--- src/rtl/mcycle_ctrl.sv ---
// Multi-cycle MIPS32 control FSM: IF/ID/EX/MEM/WB sequencing, decode and retire counting.
// Optional ILLEGAL_TRAP_EN: unlisted encodings trap in ID instead of executing as NOP.
module mcycle_ctrl #(
  parameter int unsigned ALUOP_W = 5,
  parameter int unsigned CNT_W   = 32
) (
  input  logic               clk,
  input  logic               rst,
  input  logic [31:0]        ins,
  input  logic               memReady,
  output logic [2:0]         state,
  output logic [ALUOP_W-1:0] aluOp,
  output logic               regDst,
  output logic               aluSrc,
  output logic               extOp,
  output logic               memToReg,
  output logic               pcWr,
  output logic               irWr,
  output logic               memRd,
  output logic               memWr,
  output logic               regWr,
  output logic               branch,
  output logic               jump,
  output logic               retire,
  output logic [CNT_W-1:0]   instCnt,
  output logic               excp
);

  typedef enum logic [2:0] {
    sIf   = 3'd0,
    sId   = 3'd1,
    sEx   = 3'd2,
    sMem  = 3'd3,
    sWb   = 3'd4,
    sTrap = 3'd5
  } stateT;

  typedef enum logic [2:0] {
    clsAlu,
    clsBranch,
    clsJump,
    clsLink,
    clsLoad,
    clsStore,
    clsIllegal
  } clsT;

  stateT      curState;
  stateT      nextState;
  clsT        cls;
  logic [4:0] decOp;
  logic       decRegDst;
  logic       decAluSrc;
  logic       decExtOp;
  logic       decMemToReg;
  logic       retireNext;
  logic       unusedIns;

  logic [5:0] opcode;
  logic [5:0] funct;

  assign opcode    = ins[31:26];
  assign funct     = ins[5:0];
  assign unusedIns = &{1'b0, ins[25:21], ins[16], ins[15:6]};
  assign state     = curState;

  // Instruction decode; ins is stable from ID to the end of the instruction
  always_comb begin
    cls         = clsIllegal;
    decOp       = 5'd0;
    decRegDst   = 1'b0;
    decAluSrc   = 1'b0;
    decExtOp    = 1'b0;
    decMemToReg = 1'b0;
    case (opcode)
      6'h00: begin
        cls       = clsAlu;
        decRegDst = 1'b1;
        case (funct)
          6'h00:   decOp = 5'd7;
          6'h02:   decOp = 5'd8;
          6'h03:   decOp = 5'd13;
          6'h04:   decOp = 5'd12;
          6'h06:   decOp = 5'd15;
          6'h07:   decOp = 5'd14;
          6'h08:   begin decOp = 5'd11; cls = clsJump; end
          6'h09:   begin decOp = 5'd10; cls = clsLink; end
          6'h20,
          6'h21:   decOp = 5'd0;
          6'h22,
          6'h23:   decOp = 5'd1;
          6'h24:   decOp = 5'd3;
          6'h25:   decOp = 5'd5;
          6'h26:   decOp = 5'd6;
          6'h27:   decOp = 5'd4;
          6'h2A:   decOp = 5'd2;
          6'h2B:   decOp = 5'd9;
          default: begin cls = clsIllegal; decRegDst = 1'b0; end
        endcase
      end
      6'h01:   if (ins[20:17] == 4'd0) cls = clsBranch;
      6'h02:   cls = clsJump;
      6'h03:   begin cls = clsLink; decOp = 5'd10; end
      6'h04,
      6'h05:   begin cls = clsBranch; decOp = 5'd1; end
      6'h06,
      6'h07:   cls = clsBranch;
      6'h09:   begin cls = clsAlu; decAluSrc = 1'b1; decExtOp = 1'b1; end
      6'h0A:   begin cls = clsAlu; decOp = 5'd2; decAluSrc = 1'b1; decExtOp = 1'b1; end
      6'h0B:   begin cls = clsAlu; decOp = 5'd9; decAluSrc = 1'b1; end
      6'h0C:   begin cls = clsAlu; decOp = 5'd3; decAluSrc = 1'b1; end
      6'h0D:   begin cls = clsAlu; decOp = 5'd5; decAluSrc = 1'b1; end
      6'h0E:   begin cls = clsAlu; decOp = 5'd6; decAluSrc = 1'b1; end
      6'h0F:   begin cls = clsAlu; decOp = 5'd16; decAluSrc = 1'b1; end
      6'h20,
      6'h23,
      6'h24: begin
        cls         = clsLoad;
        decAluSrc   = 1'b1;
        decExtOp    = 1'b1;
        decMemToReg = 1'b1;
      end
      6'h28,
      6'h2B:   begin cls = clsStore; decAluSrc = 1'b1; decExtOp = 1'b1; end
      default: cls = clsIllegal;
    endcase
  end

  // State register
  always_ff @(posedge clk or posedge rst) begin
    if (rst) curState <= sIf;
    else     curState <= nextState;
  end

  // Next-state logic
  always_comb begin
    nextState = curState;
    case (curState)
      sIf: if (memReady) nextState = sId;
      sId: begin
        nextState = sEx;
`ifdef ILLEGAL_TRAP_EN
        if (cls == clsIllegal) nextState = sTrap;
`endif
      end
      sEx: begin
        case (cls)
          clsAlu:            nextState = sWb;
          clsLoad, clsStore: nextState = sMem;
          default:           nextState = sIf;
        endcase
      end
      sMem:    if (memReady) nextState = (cls == clsLoad) ? sWb : sIf;
      sWb:     nextState = sIf;
      sTrap:   nextState = sTrap;
      default: nextState = sIf;
    endcase
  end

  // Outputs: strobes are forced low while rst is held, aborting any access
  always_comb begin
    pcWr     = 1'b0;
    irWr     = 1'b0;
    memRd    = 1'b0;
    memWr    = 1'b0;
    regWr    = 1'b0;
    branch   = 1'b0;
    jump     = 1'b0;
    aluOp    = '0;
    regDst   = 1'b0;
    aluSrc   = 1'b0;
    extOp    = 1'b0;
    memToReg = 1'b0;
    if (!rst) begin
      case (curState)
        sIf: begin
          memRd = 1'b1;
          pcWr  = memReady;
          irWr  = memReady;
        end
        sEx: begin
          branch = (cls == clsBranch);
          jump   = (cls == clsJump) || (cls == clsLink);
          regWr  = (cls == clsLink);
        end
        sMem: begin
          memRd = (cls == clsLoad);
          memWr = (cls == clsStore);
        end
        sWb:     regWr = 1'b1;
        default: ;
      endcase
      if (curState inside {sId, sEx, sMem, sWb}) begin
        aluOp    = ALUOP_W'(decOp);
        regDst   = decRegDst;
        aluSrc   = decAluSrc;
        extOp    = decExtOp;
        memToReg = decMemToReg;
      end
    end
  end

  assign retireNext = (nextState == sIf) && (curState inside {sEx, sMem, sWb});

  // Retire pulse and retired-instruction counter
  always_ff @(posedge clk or posedge rst) begin
    if (rst) begin
      retire  <= 1'b0;
      instCnt <= '0;
    end else begin
      retire <= retireNext;
      if (retireNext) instCnt <= instCnt + CNT_W'(1);
    end
  end

`ifdef ILLEGAL_TRAP_EN
  assign excp = (curState == sTrap);
`else
  assign excp = 1'b0;
`endif

endmodule

--- config.mk ---
export PLATFORM = sky130hd
export DESIGN_NAME = mcycle_ctrl
export DESIGN_NICKNAME = d
export VERILOG_FILES = /design/src/rtl/mcycle_ctrl.sv
export SDC_FILE = /design/constraint.sdc
export NUM_CORES = 1
export LEC_CHECK = 0
export ABC_CLOCK_PERIOD_IN_PS = 4800
export CORE_MARGIN = 2
export CORE_UTILIZATION = 30
export DETAILED_ROUTE_END_ITERATION = 10
export PLACE_DENSITY = 0.57
export SLEW_MARGIN = 40
export SYNTH_ARGS = -nofsm -noshare
export SYNTH_HDL_FRONTEND = slang
export SYNTH_SLANG_ARGS = --single-unit
--- constraint.sdc ---
create_clock -name clk -period 4.8 [get_ports clk]
set_input_delay 0.96 -clock clk [delete_from_list [all_inputs] [get_ports clk]]
set_output_delay 0.96 -clock clk [all_outputs]
set_load 0.03 [all_outputs]
==> results.json <==
{
  "synthesis.nets": 329,
  "hold_slack_ns": 0.4665,
  "critPathKind": "primary input to output port",
  "drcViolationCount": 0,
  "finClkSkew_ns": 0.009806,
  "antenna_cells": 0,
  "portBuffers": 70,
  "synth_ff_type": "dfrtp_1",
  "period_minus_slack_ns": 4.611,
  "yosysSeqAreaShare": 0.3552,
  "fp.coreArea_sq_um": 8217,
  "ys_types": 63,
  "drive_gt1_frac": 0.1135,
  "stdcell_area_sq_um": 3465,
  "antenna_found_initial": 0,
  "placed_cell_area_sq_um": 3363,
  "path_clk_slew_ns": 0.07,
  "r2r-start": "instCnt[3]$_DFFE_PP0P_",
  "syn_to_final_growth_pct": 36.61,
  "final.setup.tns_ns": 0,
  "hold_class": "flop to flop",
  "gp_congestion": 0.8157,
  "clock-sinks": 36,
  "p_per_area_nw_per_um2": 177.7,
  "power_mw": 0.6156,
  "reg2reg_slack_ns": 2.30,
  "min_period_over_period": 0.9607,
  "cp-end-kind": "output port",
  "drtAntennaViolNets": 0,
  "drv_slew": 0,
  "grt_use_total": 0.1480,
  "rows": 33,
  "die_x_microns": 95.95,
  "grt_max_degree": 37,
  "first_pass_iters": 4,
  "relSlewSlack": 0.6157,
  "start_kind": "primary input",
  "clock_latency_ns": 0.29,
  "postCtsResizedCells": 0,
  "crit_required_ns": 3.84,
  "root_buffer": "clkbuf_8",
  "via_per_inst": 5.059,
  "nets": 405,
  "utilization": 0.4217,
  "cap_violations": 0,
  "min-delay-start": "instCnt[31]$_DFFE_PP0P_",
  "dpl.hpwl_microns": 4843,
  "grt_pass1_wl_microns": 10770,
  "leakage_nw": 1.313,
  "fill_cells": 806,
  "finalSetupViolCount": 0,
  "startpoint": "ins[3]",
  "synth.cell_area_sq_um": 2536,
  "worstMarginPinSlew_ns": 0.5752,
  "wire_per_inst_microns": 13.90,
  "ctsHoldBuffers": 0,
  "arrival_ns": 3.65,
  "htree_levels": 2,
  "yosys_warnings": 0,
  "cp_max_fo": 9,
  "grt.overflow.total": 0,
  "grt_pass1_vias": 2268,
  "cts_tree": "done",
  "clock_path_buffers": 2,
  "hold_viol_final": 0,
  "post_cts_buffers": 0,
  "status": "finished, final reports clean",
  "synth_top_area_frac": 0.3552,
  "vdd_drop_max_v": 0.0001554,
  "synthTopCellsByArea": "dfrtp_1 (36%), xor2_1 (8.6%), nor2_1 (4.6%)",
  "numCtsBuffers": 5,
  "async_reset_ff_frac": 1.000,
  "dieArea_sq_um": 9205,
  "die_h_microns": 95.95,
  "synth-edff-count": 0,
  "max_freq_ghz": 0.2169,
  "num_vias": 2403,
  "num_io_pins": 88,
  "synth_top_cell_by_area": "dfrtp_1",
  "drt-initial-drc-count": 94,
  "ys_seq_elements": 36,
  "rsz0062_at_grt": "false",
  "drt_wl_total_microns": 6603,
  "synth_area_per_cell_sq_um": 8.656,
  "syn_inst": 293,
  "initial_utilization": 0.3087
}
## layout by cell type, fill, tap and decap left out, drive strengths merged, types with 2 or more instances in the layout
cell type and n:
nand4 3, o22ai 2, o31ai 2, nor2 31, xnor2 8, nand3 19
nand2b 3, dfrtp 36, nor4b 5, a22oi 4, nand3b 3, nor4 10
or2 2, and2 3, clkbuf 7, xor2 25, and4 2, a21o 3
a211oi 2, o21bai 2, mux2 2, inv 11, nor2b 3, nand2 29
nor3 17, and3 8, clkdlybuf4s50 68, a21oi 17, a32oi 2, buf 15
o21ai 8
## through the flow
| stage | std cells | setup slack [ns] |
|---|---|---|
| final | 475 | 0.1887 |
| after global placement | 466 | 0.07271 |
| after global routing | 475 | 0.07648 |
| after detailed placement | 466 | 0.07346 |
| after floorplan | 293 | 0.6821 |
| after CTS | 474 | 0.07240 |
## flip-flops by register name, summed over array words and instances, names as in the netlist
register and count:
instCnt 32, retire 1, state 3
## routing by layer
metal  global-route usage  share of wire  vias up
met5                    0              0        -
met4              0.04167         0.0080        0
met3              0.02741          0.044        7
met2               0.2389           0.46       64
met1               0.2027           0.49     1128
li1                     -              -     1204
## synth_stat cells, types with 4 or more instances
library cell	number
dfrtp_1	36
nor2_1	31
nand2_1	28
xor2_1	25
nand3_1	19
nor3_1	16
a21oi_1	15
inv_1	10
and3_1	8
xnor2_1	8
nor4_1	7
buf_2	6
o21ai_0	6
a22oi_1	4
## report_power, final
part / switching [mW] / leakage (nW) / internal [mW]
combinational: 0.0487 / 0.865 / 0.0374
clock: 0.110 / 0.0445 / 0.117
sequential: 0 / 0.404 / 0.303
## kinds of logic (layout without fill, tap and decap cells)
| kind of cell | count (synthesis) | count (layout) | share of synthesized area |
|---|---|---|---|
| buffers and inverters | 25 | 102 | 0.05279 |
| adder cells (fa/ha/maj) | 1 | 1 | 0.004933 |
| multiplexers | 2 | 2 | 0.01036 |
| AND/OR/NAND/NOR | 143 | 143 | 0.3133 |
| XOR/XNOR | 33 | 33 | 0.1140 |
| AO/OA/AOI/OAI | 52 | 52 | 0.1480 |
| other | 1 | 1 | 0.001479 |
| flip-flops | 36 | 36 | 0.3552 |
## area by class of cell
| type | instances | area [sq um] | area share |
|---|---|---|---|
| Sequential cell | 36 | 900.9 | 0.2600 |
| Timing Repair Buffer | 83 | 793.3 | 0.2290 |
| Clock buffer | 7 | 86.33 | 0.02492 |
| Multi-Input combinational cell | 232 | 1501 | 0.4334 |
| Inverter | 11 | 43.79 | 0.01264 |
| Clock inverter | 1 | 7.507 | 0.002167 |
| Tap cell | 105 | 131.4 | 0.03792 |
## critical path, stage by stage
cell and delay, ns:
clkdlybuf4s50_1 0.62, inv_1 0.15, o31ai_1 0.44, o21bai_2 0.17, nor4b_4 0.17, buf_4 0.17
or4b_2 0.60, a21oi_1 0.18, buf_4 0.18
## worst paths after layout
check,end,depth (start not counted)
worst max-delay path,regWr,9
max in group asynchronous,instCnt[31]$_DFFE_PP0P_,3
worst max register to register,instCnt[25]$_DFFE_PP0P_,7
min in group asynchronous,instCnt[30]$_DFFE_PP0P_,3
worst min-delay path,instCnt[31]$_DFFE_PP0P_,1
worst min register to register,instCnt[31]$_DFFE_PP0P_,1
Note: power is estimated with default switching activity, not from simulation.
